### src/rtl/uart_pkg.sv
// ============================================================================
//  Module      : uart_pkg
//  Description : Shared UART definitions (TX state encoding and line levels).
//  Revision    : 1.0 - initial release
// ============================================================================
`default_nettype none

package uart_pkg;

    typedef enum logic [1:0] {
        IDLE  = 2'd0,
        START = 2'd1,
        DATA  = 2'd2,
        STOP  = 2'd3
    } tx_state_t;

    localparam logic UART_IDLE_LVL  = 1'b1;
    localparam logic UART_START_LVL = 1'b0;

endpackage

`default_nettype wire

### src/rtl/byte_fifo.sv
// ============================================================================
//  Module      : byte_fifo
//  Description : Synchronous show-ahead FIFO; read data valid whenever !empty.
//  Revision    : 1.0 - initial release
// ============================================================================
`default_nettype none

module byte_fifo #(
    parameter int D_BITS     = 8,
    parameter int FIFO_DEPTH = 16
) (
    input  logic              i_clk,
    input  logic              reset,
    input  logic              i_push,
    input  logic [D_BITS-1:0] i_wdata,
    input  logic              i_pop,
    output logic [D_BITS-1:0] o_rdata,
    output logic              o_full,
    output logic              o_empty
);

    localparam int AW = $clog2(FIFO_DEPTH);
    localparam logic [AW-1:0] C_PTR_ONE = AW'(1);
    localparam logic [AW:0]   C_CNT_ONE = (AW+1)'(1);
    localparam logic [AW:0]   C_DEPTH   = (AW+1)'(FIFO_DEPTH);

    logic [D_BITS-1:0] r_mem [FIFO_DEPTH];
    logic [AW-1:0]     r_wptr;
    logic [AW-1:0]     r_rptr;
    logic [AW:0]       r_count;
    logic              w_wr;
    logic              w_rd;

    assign o_full  = (r_count == C_DEPTH);
    assign o_empty = (r_count == '0);
    assign o_rdata = r_mem[r_rptr];

    // A push into a full FIFO is only taken when a pop frees the slot this cycle.
    assign w_rd = i_pop && !o_empty;
    assign w_wr = i_push && (!o_full || w_rd);

    always_ff @(posedge i_clk) begin
        if (w_wr) begin
            r_mem[r_wptr] <= i_wdata;
        end
    end

    always_ff @(posedge i_clk) begin
        if (reset) begin
            r_wptr  <= '0;
            r_rptr  <= '0;
            r_count <= '0;
        end else begin
            if (w_wr) begin
                r_wptr <= r_wptr + C_PTR_ONE;
            end
            if (w_rd) begin
                r_rptr <= r_rptr + C_PTR_ONE;
            end
            case ({w_wr, w_rd})
                2'b10:   r_count <= r_count + C_CNT_ONE;
                2'b01:   r_count <= r_count - C_CNT_ONE;
                default: r_count <= r_count;
            endcase
        end
    end

endmodule

`default_nettype wire

### src/rtl/conv_uart_tx.sv
// ============================================================================
//  Module      : conv_uart_tx
//  Description : Buffered 8N1 UART transmitter for convolution result bytes.
//  Revision    : 1.0 - initial release
// ============================================================================
`default_nettype none

module conv_uart_tx #(
    parameter int D_BITS       = 8,
    parameter int CLKS_PER_BIT = 100,
    parameter int FIFO_DEPTH   = 16
) (
    input  logic              i_clk,
    input  logic              reset,
    input  logic [D_BITS-1:0] i_data,
    input  logic              i_dvalid,
    output logic              o_tx,
    output logic              o_busy,
    output logic              o_full,
    output logic              o_overflow
);

    import uart_pkg::*;

    localparam int BAUD_W = $clog2(CLKS_PER_BIT);
    localparam int BIT_W  = $clog2(D_BITS);
    localparam logic [BAUD_W-1:0] C_BAUD_LAST = BAUD_W'(CLKS_PER_BIT - 1);
    localparam logic [BAUD_W-1:0] C_BAUD_ONE  = BAUD_W'(1);
    localparam logic [BIT_W-1:0]  C_BIT_LAST  = BIT_W'(D_BITS - 1);
    localparam logic [BIT_W-1:0]  C_BIT_ONE   = BIT_W'(1);

    tx_state_t         r_state;
    tx_state_t         w_state_nxt;
    logic [BAUD_W-1:0] r_baud;
    logic [BAUD_W-1:0] w_baud_nxt;
    logic [BIT_W-1:0]  r_bit;
    logic [BIT_W-1:0]  w_bit_nxt;
    logic [D_BITS-1:0] r_shift;
    logic [D_BITS-1:0] w_shift_nxt;
    logic              r_tx;
    logic              w_tx_nxt;
    logic              r_busy;
    logic              r_overflow;

    logic              w_baud_done;
    logic              w_pop;
    logic              w_push;
    logic [D_BITS-1:0] w_fifo_data;
    logic              w_fifo_full;
    logic              w_fifo_empty;

    assign w_push = i_dvalid && (!w_fifo_full || w_pop);

    byte_fifo #(
        .D_BITS     (D_BITS),
        .FIFO_DEPTH (FIFO_DEPTH)
    ) u_fifo (
        .i_clk   (i_clk),
        .reset   (reset),
        .i_push  (w_push),
        .i_wdata (i_data),
        .i_pop   (w_pop),
        .o_rdata (w_fifo_data),
        .o_full  (w_fifo_full),
        .o_empty (w_fifo_empty)
    );

    assign w_baud_done = (r_baud == C_BAUD_LAST);

    always_comb begin
        w_state_nxt = r_state;
        w_baud_nxt  = w_baud_done ? '0 : r_baud + C_BAUD_ONE;
        w_bit_nxt   = r_bit;
        w_shift_nxt = r_shift;
        w_tx_nxt    = r_tx;
        w_pop       = 1'b0;
        case (r_state)
            IDLE: begin
                w_tx_nxt   = UART_IDLE_LVL;
                w_baud_nxt = '0;
                if (!w_fifo_empty) begin
                    w_pop       = 1'b1;
                    w_shift_nxt = w_fifo_data;
                    w_tx_nxt    = UART_START_LVL;
                    w_state_nxt = START;
                end
            end
            START: begin
                if (w_baud_done) begin
                    w_tx_nxt    = r_shift[0];
                    w_shift_nxt = r_shift >> 1;
                    w_bit_nxt   = '0;
                    w_state_nxt = DATA;
                end
            end
            DATA: begin
                if (w_baud_done) begin
                    if (r_bit == C_BIT_LAST) begin
                        w_tx_nxt    = UART_IDLE_LVL;
                        w_state_nxt = STOP;
                    end else begin
                        w_tx_nxt    = r_shift[0];
                        w_shift_nxt = r_shift >> 1;
                        w_bit_nxt   = r_bit + C_BIT_ONE;
                    end
                end
            end
            STOP: begin
                // Back-to-back frames: the next start bit begins on the stop-bit expiry edge.
                if (w_baud_done) begin
                    if (!w_fifo_empty) begin
                        w_pop       = 1'b1;
                        w_shift_nxt = w_fifo_data;
                        w_tx_nxt    = UART_START_LVL;
                        w_state_nxt = START;
                    end else begin
                        w_state_nxt = IDLE;
                    end
                end
            end
            default: begin
                w_tx_nxt    = UART_IDLE_LVL;
                w_state_nxt = IDLE;
            end
        endcase
    end

    always_ff @(posedge i_clk) begin
        if (reset) begin
            r_state    <= IDLE;
            r_baud     <= '0;
            r_bit      <= '0;
            r_shift    <= '0;
            r_tx       <= UART_IDLE_LVL;
            r_busy     <= 1'b0;
            r_overflow <= 1'b0;
        end else begin
            r_state <= w_state_nxt;
            r_baud  <= w_baud_nxt;
            r_bit   <= w_bit_nxt;
            r_shift <= w_shift_nxt;
            r_tx    <= w_tx_nxt;
            // Busy tracks the post-edge state and FIFO occupancy.
            r_busy  <= (w_state_nxt != IDLE) || !w_fifo_empty || w_push;
            if (i_dvalid && w_fifo_full && !w_pop) begin
                r_overflow <= 1'b1;
            end
        end
    end

    assign o_tx       = r_tx;
    assign o_busy     = r_busy;
    assign o_full     = w_fifo_full;
    assign o_overflow = r_overflow;

endmodule

`default_nettype wire
### config.mk
export PLATFORM = sky130hd
export DESIGN_NAME = conv_uart_tx
export DESIGN_NICKNAME = d
export VERILOG_FILES = /design/src/rtl/uart_pkg.sv /design/src/rtl/byte_fifo.sv /design/src/rtl/conv_uart_tx.sv
export SDC_FILE = /design/constraint.sdc
export NUM_CORES = 1
export LEC_CHECK = 0
export CAP_MARGIN = 20
export CORE_UTILIZATION = 30
export CTS_CLUSTER_SIZE = 8
export DETAILED_ROUTE_END_ITERATION = 10
export HOLD_SLACK_MARGIN = 0.03
export PLACE_DENSITY = 0.45
export SKIP_LAST_GASP = 1
export SYNTH_ARGS = -nofsm -noshare
export SYNTH_HDL_FRONTEND = slang
export SYNTH_SLANG_ARGS = --single-unit
export TNS_END_PERCENT = 50
### constraint.sdc
create_clock -name i_clk -period 3.3 [get_ports i_clk]
set_input_delay 0.66 -clock i_clk [delete_from_list [all_inputs] [get_ports i_clk]]
set_output_delay 0.66 -clock i_clk [all_outputs]
set_load 0.01 [all_outputs]
==> results of run 1 <==
power breakdown:
group	leakage (nW)	internal, mW	switching (mW)
logic	1.03	0.712	0.855
clock network	0.285	1.07	0.892
registers	1.48	2.41	0.115
through the flow:
step	area, um2	power (mW)	std cells	setup WS, ns
2_1_floorplan	7261	3.748	491	0.03459
3_3_place_gp	7850	4.126	824	0.2790
3_5_place_dp	7850	4.159	824	0.2449
4_1_cts	8436	6.133	856	0.2264
5_1_grt	8436	6.373	856	0.1165
6_report	8436	6.061	856	0.2253
layer usage:
metal  track usage  up-vias  part of all wire
li1              -     1967                 -
met1        0.1770     2097              0.48
met2        0.2227       59              0.49
met3       0.02561        5             0.025
met4       0.04577        0            0.0070
met5             0        -                 0
final timing paths:
path | start | to | slack (ns) | cells past startpoint
max | r_baud[0] | u_fifo.r_count[4] | 0.23 | 13
min | o_overflow | o_overflow | 0.45 | 2
max reg2reg | r_baud[0] | u_fifo.r_count[4] | 0.23 | 13
min reg2reg | o_overflow | o_overflow | 0.45 | 2
worst reg2reg max path, cell delays in order (launching register included):
cell	delay, ns
dfxtp_1	0.36
ha_1	0.23
and4b_1	0.29
a31oi_4	0.15
o21ai_2	0.17
nand2_1	0.09
ha_1	0.21
xor2_1	0.15
ha_1	0.21
o21a_1	0.18
o22a_1	0.19
a21oi_1	0.18
mux2i_1	0.22
mux2_2	0.34
cells by family after synthesis:
kind of cell,synth area share
adder cells (fa/ha/maj),0.02932
AND/OR/NAND/NOR,0.09020
XOR/XNOR,0.01328
AO/OA/AOI/OAI,0.08538
multiplexers,0.1109
buffers and inverters,0.03070
flip-flops,0.6402
layout by cell type (no fill, tap or decap), types with 13 or more instances in the layout:
master           instances
nand3b_1                13
buf_4                   28
clkdlybuf4s50_1         14
nor2_1                  41
ha_1                    17
mux2i_1                 32
a21oi_1                 25
dfxtp_1                 39
clkbuf_16               17
edfxtp_1               128
sequential cells by signal (all words and copies together) (netlist names), named ones only:
signal / cells
o_busy: 1
o_overflow: 1
o_tx: 1
r_baud: 7
r_bit: 3
r_shift: 8
r_state: 2
u_fifo.r_count: 5
u_fifo.r_mem: 128
u_fifo.r_rptr: 4
u_fifo.r_wptr: 4
cell type report:
| class | count | area share |
|---|---|---|
| Multi-Input combinational cell | 283 | 0.2837 |
| Timing Repair Buffer | 43 | 0.04390 |
| Clock inverter | 15 | 0.01899 |
| Inverter | 11 | 0.004895 |
| Clock buffer | 17 | 0.05043 |
| Tap cell | 319 | 0.04732 |
| Sequential cell | 168 | 0.5507 |
==> results.sh, run 1 <==
export IMPL_outcome="finished clean"
export IMPL_fp_dieH_um=157.5
export IMPL_leakagePower_nw=2.798
export IMPL_final_min_clock_period_ns=3.075
export IMPL_synth_seq_cells=168
export IMPL_synth_nets=519
export IMPL_dp_hpwl_mm=10.53
export IMPL_h_tree_depth=4
export IMPL_max_freq_mhz=325.2
export IMPL_fin_skew_ns=0.007962
export IMPL_via_per_inst=4.822
export IMPL_antenna_found_initial=0
export IMPL_post_cts_buffers=0
export IMPL_routedWlPerCell_um=18.31
export IMPL_avgSynthCellArea_um2=14.77
export IMPL_antennaDiodeCount=0
export IMPL_crit_family="compound AO/OA/AOI/OAI gates"
export IMPL_arrival_ns=3.39
export IMPL_start_util=0.3072
export IMPL_setup_tns_ns=0
export IMPL_grt_pass1_vias=4233
export IMPL_async_reset_ff_frac=0
export IMPL_ioPinCount=15
export IMPL_port_buffers=14
export IMPL_cts_made_buffers=17
export IMPL_fin_nets=552
export IMPL_grt_usage=0.1350
export IMPL_ir_drop_v=0.0003290
export IMPL_hp_class="reg -> reg"
export IMPL_critPathSlowestCell="dfxtp_1"
export IMPL_cp_end_kind="register"
export IMPL_area_growth_syn_to_layout_pct=16.28
export IMPL_utilization=0.3572
export IMPL_grt_pass1_wl_mm=24.37
export IMPL_ys_seq_area_frac=0.6402
export IMPL_synth_edf_count=128
export IMPL_drc_errors=0
export IMPL_grt_max_degree=43
export IMPL_worstPathRequired_ns=3.62
export IMPL_syn_instance_count=491
export IMPL_setup_violations=0
export IMPL_clock_sinks=168
export IMPL_relSlewSlack=0.4662
export IMPL_cts_max_path_buffers=2
export IMPL_register_area_um2=4646
export IMPL_startpoint_type="register"
export IMPL_maxCapViolCount=0
export IMPL_slowest_delay_ns=0.36
export IMPL_finalWirelength_mm=15.68
export IMPL_synth_cell_types=62
export IMPL_yosysMostFrequentCell="edfxtp_1"
export IMPL_post_cts_resized=0
export IMPL_slew_violations=0
export IMPL_dr_pass1_iters=4
export IMPL_synthTopCellsByArea="edfxtp_1 53%, dfxtp_1 11%, mux2i_1 4.4%"
export IMPL_pwr_density_cell_nw_per_um2=718.5
export IMPL_worst_pin_slew_ns=0.7990
export IMPL_grt_ovfl_total=0
export IMPL_synth_common_cells="128 x edfxtp_1, 42 x nor2_1, 40 x dfxtp_1"
export IMPL_syn_area_um2=7254
export IMPL_finalHoldViolations=0
export IMPL_synth_top_area_cell="edfxtp_1"
export IMPL_rows=56
export IMPL_vias=4128
export IMPL_synth_top_area_frac=0.5298
export IMPL_clk_latency_ns=0.43
export IMPL_period_share=0.9317
export IMPL_worst_path_buf_inv=0
export IMPL_yosysWarnings=0
export IMPL_gp_congestion=0.7209
export IMPL_critPathMaxFanout=5
export IMPL_dieArea_um2=24810
export IMPL_crit_chain="ha_1 -> and4b_1 -> a31oi_4 -> o21ai_2 -> nand2_1 -> ha_1 -> xor2_1 -> ha_1 -> o21a_1 -> o22a_1 -> a21oi_1 -> mux2i_1 -> mux2_2"
export IMPL_multiInputGateArea_um2=2394
export IMPL_cts_clk_slew_worst_paths_ns=0.07
export IMPL_drtIter0Drc=295
export IMPL_core_region_area_um2=23610
export IMPL_path_class="reg -> reg"
export IMPL_fillCellCount=2287
export IMPL_cts_hold_buf=0
export IMPL_synth_ff_type="edfxtp_1"
export IMPL_die_w_um=157.5
export IMPL_root_buffer="clkbuf_16"
export IMPL_hold_ws_ns=0.4548
export IMPL_drive_above_1_share=0.1583
export IMPL_rsz0062_at_grt="no"
export IMPL_crit_top_cell="ha_1"
export IMPL_cts_tree="done"
export IMPL_antenna_left=0
No activity file was read; power rests on OpenSTA's default activity.
==> run 2, diff against run 1 <==
--- a/config.mk
+++ b/config.mk
@@ -6,11 +6,12 @@
 export NUM_CORES = 1
 export LEC_CHECK = 0
 export CAP_MARGIN = 20
-export CORE_UTILIZATION = 30
+export CORE_MARGIN = 5
+export CORE_UTILIZATION = 56
 export CTS_CLUSTER_SIZE = 8
 export DETAILED_ROUTE_END_ITERATION = 10
 export HOLD_SLACK_MARGIN = 0.03
-export PLACE_DENSITY = 0.45
+export PLACE_DENSITY = 0.75
 export SKIP_LAST_GASP = 1
 export SYNTH_ARGS = -nofsm -noshare
 export SYNTH_HDL_FRONTEND = slang
==> results.sh, run 2 (synthesized netlist as in run 1, its figures left out) <==
export IMPL_outcome="finished clean"
export IMPL_rsz0062_at_grt="no"
export IMPL_fin_skew_ns=0.008853
export IMPL_r2r_start="r_baud[0]"
export IMPL_worst_path_buf_inv=0
export IMPL_h_tree_depth=4
export IMPL_core_region_area_um2=12670
export IMPL_crit_family="compound AO/OA/AOI/OAI gates"
export IMPL_cts_tree="done"
export IMPL_cts_made_buffers=17
export IMPL_antenna_found_initial=0
export IMPL_ioPinCount=15
export IMPL_hold_path_depth=2
export IMPL_finalHoldViolations=0
export IMPL_startpoint_type="register"
export IMPL_crit_top_cell="ha_1"
export IMPL_hp_class="reg -> reg"
export IMPL_dp_hpwl_mm=9.326
export IMPL_port_buffers=14
export IMPL_path_class="reg -> reg"
export IMPL_clk_latency_ns=0.43
export IMPL_drc_errors=0
export IMPL_layout_commonest_cell="edfxtp_1"
export IMPL_grt_ovfl_total=0
export IMPL_ir_drop_v=0.0004780
export IMPL_hold_ws_ns=0.4478
export IMPL_antennaDiodeCount=0
export IMPL_rows=41
export IMPL_max_freq_mhz=320.3
export IMPL_period_share=0.9461
export IMPL_pwr_density_cell_nw_per_um2=745.7
export IMPL_final_cell_mix="128 x edfxtp_1, 41 x nor2_1, 39 x dfxtp_1"
export IMPL_arrival_ns=3.44
export IMPL_maxCapViolCount=0
export IMPL_gp_congestion=0.7899
export IMPL_worst_pin_slew_ns=1.059
export IMPL_rrSetupSlack_ns=0.18
export IMPL_cts_hold_buf=0
export IMPL_min_delay_start="o_overflow"
export IMPL_grt_max_degree=36
export IMPL_vias=4246
export IMPL_setup_violations=0
export IMPL_final_min_clock_period_ns=3.122
export IMPL_critPathMaxFanout=5
export IMPL_hold_end="o_overflow"
export IMPL_worstPathRequired_ns=3.62
export IMPL_grt_pass1_vias=4251
export IMPL_antenna_left=0
export IMPL_cts_clk_slew_worst_paths_ns=0.06
export IMPL_largestRegisters="u_fifo.r_mem x128, r_shift x8, r_baud x7"
export IMPL_drtIter0Drc=297
export IMPL_dieArea_um2=15330
export IMPL_area_growth_syn_to_layout_pct=14.19
export IMPL_worstSetupPathDepth=13
export IMPL_leakagePower_nw=2.813
export IMPL_worstReg2RegEnd="u_fifo.r_count[4]"
export IMPL_grt_usage=0.2025
export IMPL_slew_violations=0
export IMPL_finalWirelength_mm=14.14
export IMPL_routedWlPerCell_um=19.98
export IMPL_fp_dieH_um=123.8
export IMPL_crit_chain="ha_1 -> and4b_1 -> a31oi_4 -> o21ai_2 -> nand2_1 -> ha_1 -> xor2_1 -> ha_1 -> o21a_1 -> o22a_1 -> a21oi_1 -> mux2i_1 -> mux2_2"
export IMPL_top_register="u_fifo.r_mem"
export IMPL_cts_max_path_buffers=2
export IMPL_grt_pass1_wl_mm=22.67
export IMPL_via_per_inst=5.997
export IMPL_fin_nets=551
export IMPL_drive_above_1_share=0.1549
export IMPL_critPathSlowestCell="dfxtp_1"
export IMPL_start_util=0.5725
export IMPL_clock_sinks=168
export IMPL_dr_pass1_iters=5
export IMPL_largest_reg_flops=128
export IMPL_die_w_um=123.8
export IMPL_r2r_cells=13
export IMPL_post_cts_buffers=0
export IMPL_slowest_delay_ns=0.35
export IMPL_setup_tns_ns=0
export IMPL_cp_end_kind="register"
export IMPL_post_cts_resized=0
export IMPL_root_buffer="clkbuf_16"
export IMPL_relSlewSlack=0.2941
-- run 2: cell type report --
class                           count  area (um2)
Fill cell                         894        4387
Timing Repair Buffer               42       350.3
Clock inverter                     15       212.7
Multi-Input combinational cell    283        2394
Tap cell                          172       215.2
Inverter                           11       41.29
Sequential cell                   168        4646
Clock buffer                       17       425.4
-- run 2: how the worst max path moves through the flow --
stage	slack, ns	to	start
finish	0.18	u_fifo.r_count[4]	r_baud[0]
global route	0.04	u_fifo.r_count[4]	r_baud[0]
CTS	0.18	u_fifo.r_count[4]	r_baud[0]
detailed placement	0.25	u_fifo.r_count[4]	r_baud[0]
global placement	0.29	u_fifo.r_count[4]	i_dvalid
floorplan	0.03	u_fifo.r_count[4]	u_fifo.r_count[1]
-- run 2: tightest hold or removal path, delay by kind of cell, from the launching register on --
kind                   cells  cell delay (ns)
flip-flops                 1             0.31
buffers and inverters      1             0.05
AO/OA/AOI/OAI              1             0.05
-- run 2: through the flow --
stage | setup WS, ns | power, mW | util | cell area [um2] | std cells
2_1_floorplan | 0.03459 | 3.748 | - | 7261 | 491
3_3_place_gp | 0.2879 | 4.026 | 0.6034 | 7646 | 676
3_5_place_dp | 0.2453 | 4.078 | 0.6034 | 7646 | 676
4_1_cts | 0.1815 | 6.202 | 0.6538 | 8284 | 708
5_1_grt | 0.04124 | 6.454 | 0.6538 | 8284 | 708
6_report | 0.1780 | 6.177 | 0.6538 | 8284 | 708
-- run 2: where the power goes --
| group | switching, mW | total (mW) | leakage (nW) | internal [mW] |
|---|---|---|---|---|
| Sequential | 0.157 | 2.57 | 1.48 | 2.42 |
| Clock | 0.842 | 2.13 | 0.309 | 1.28 |
| Combinational | 0.775 | 1.48 | 1.02 | 0.704 |
| Total | 1.77 | 6.18 | 2.81 | 4.40 |
-- run 2: metal layers --
metal / GRT usage / up-vias / wire length (um) / part of all wire
li1: - / 1977 / - / -
met1: 0.2712 / 2103 / 6037 / 0.43
met2: 0.3231 / 149 / 7087 / 0.50
met3: 0.04678 / 17 / 801 / 0.057
met4: 0.07958 / 0 / 217 / 0.015
met5: 0 / - / 0 / 0
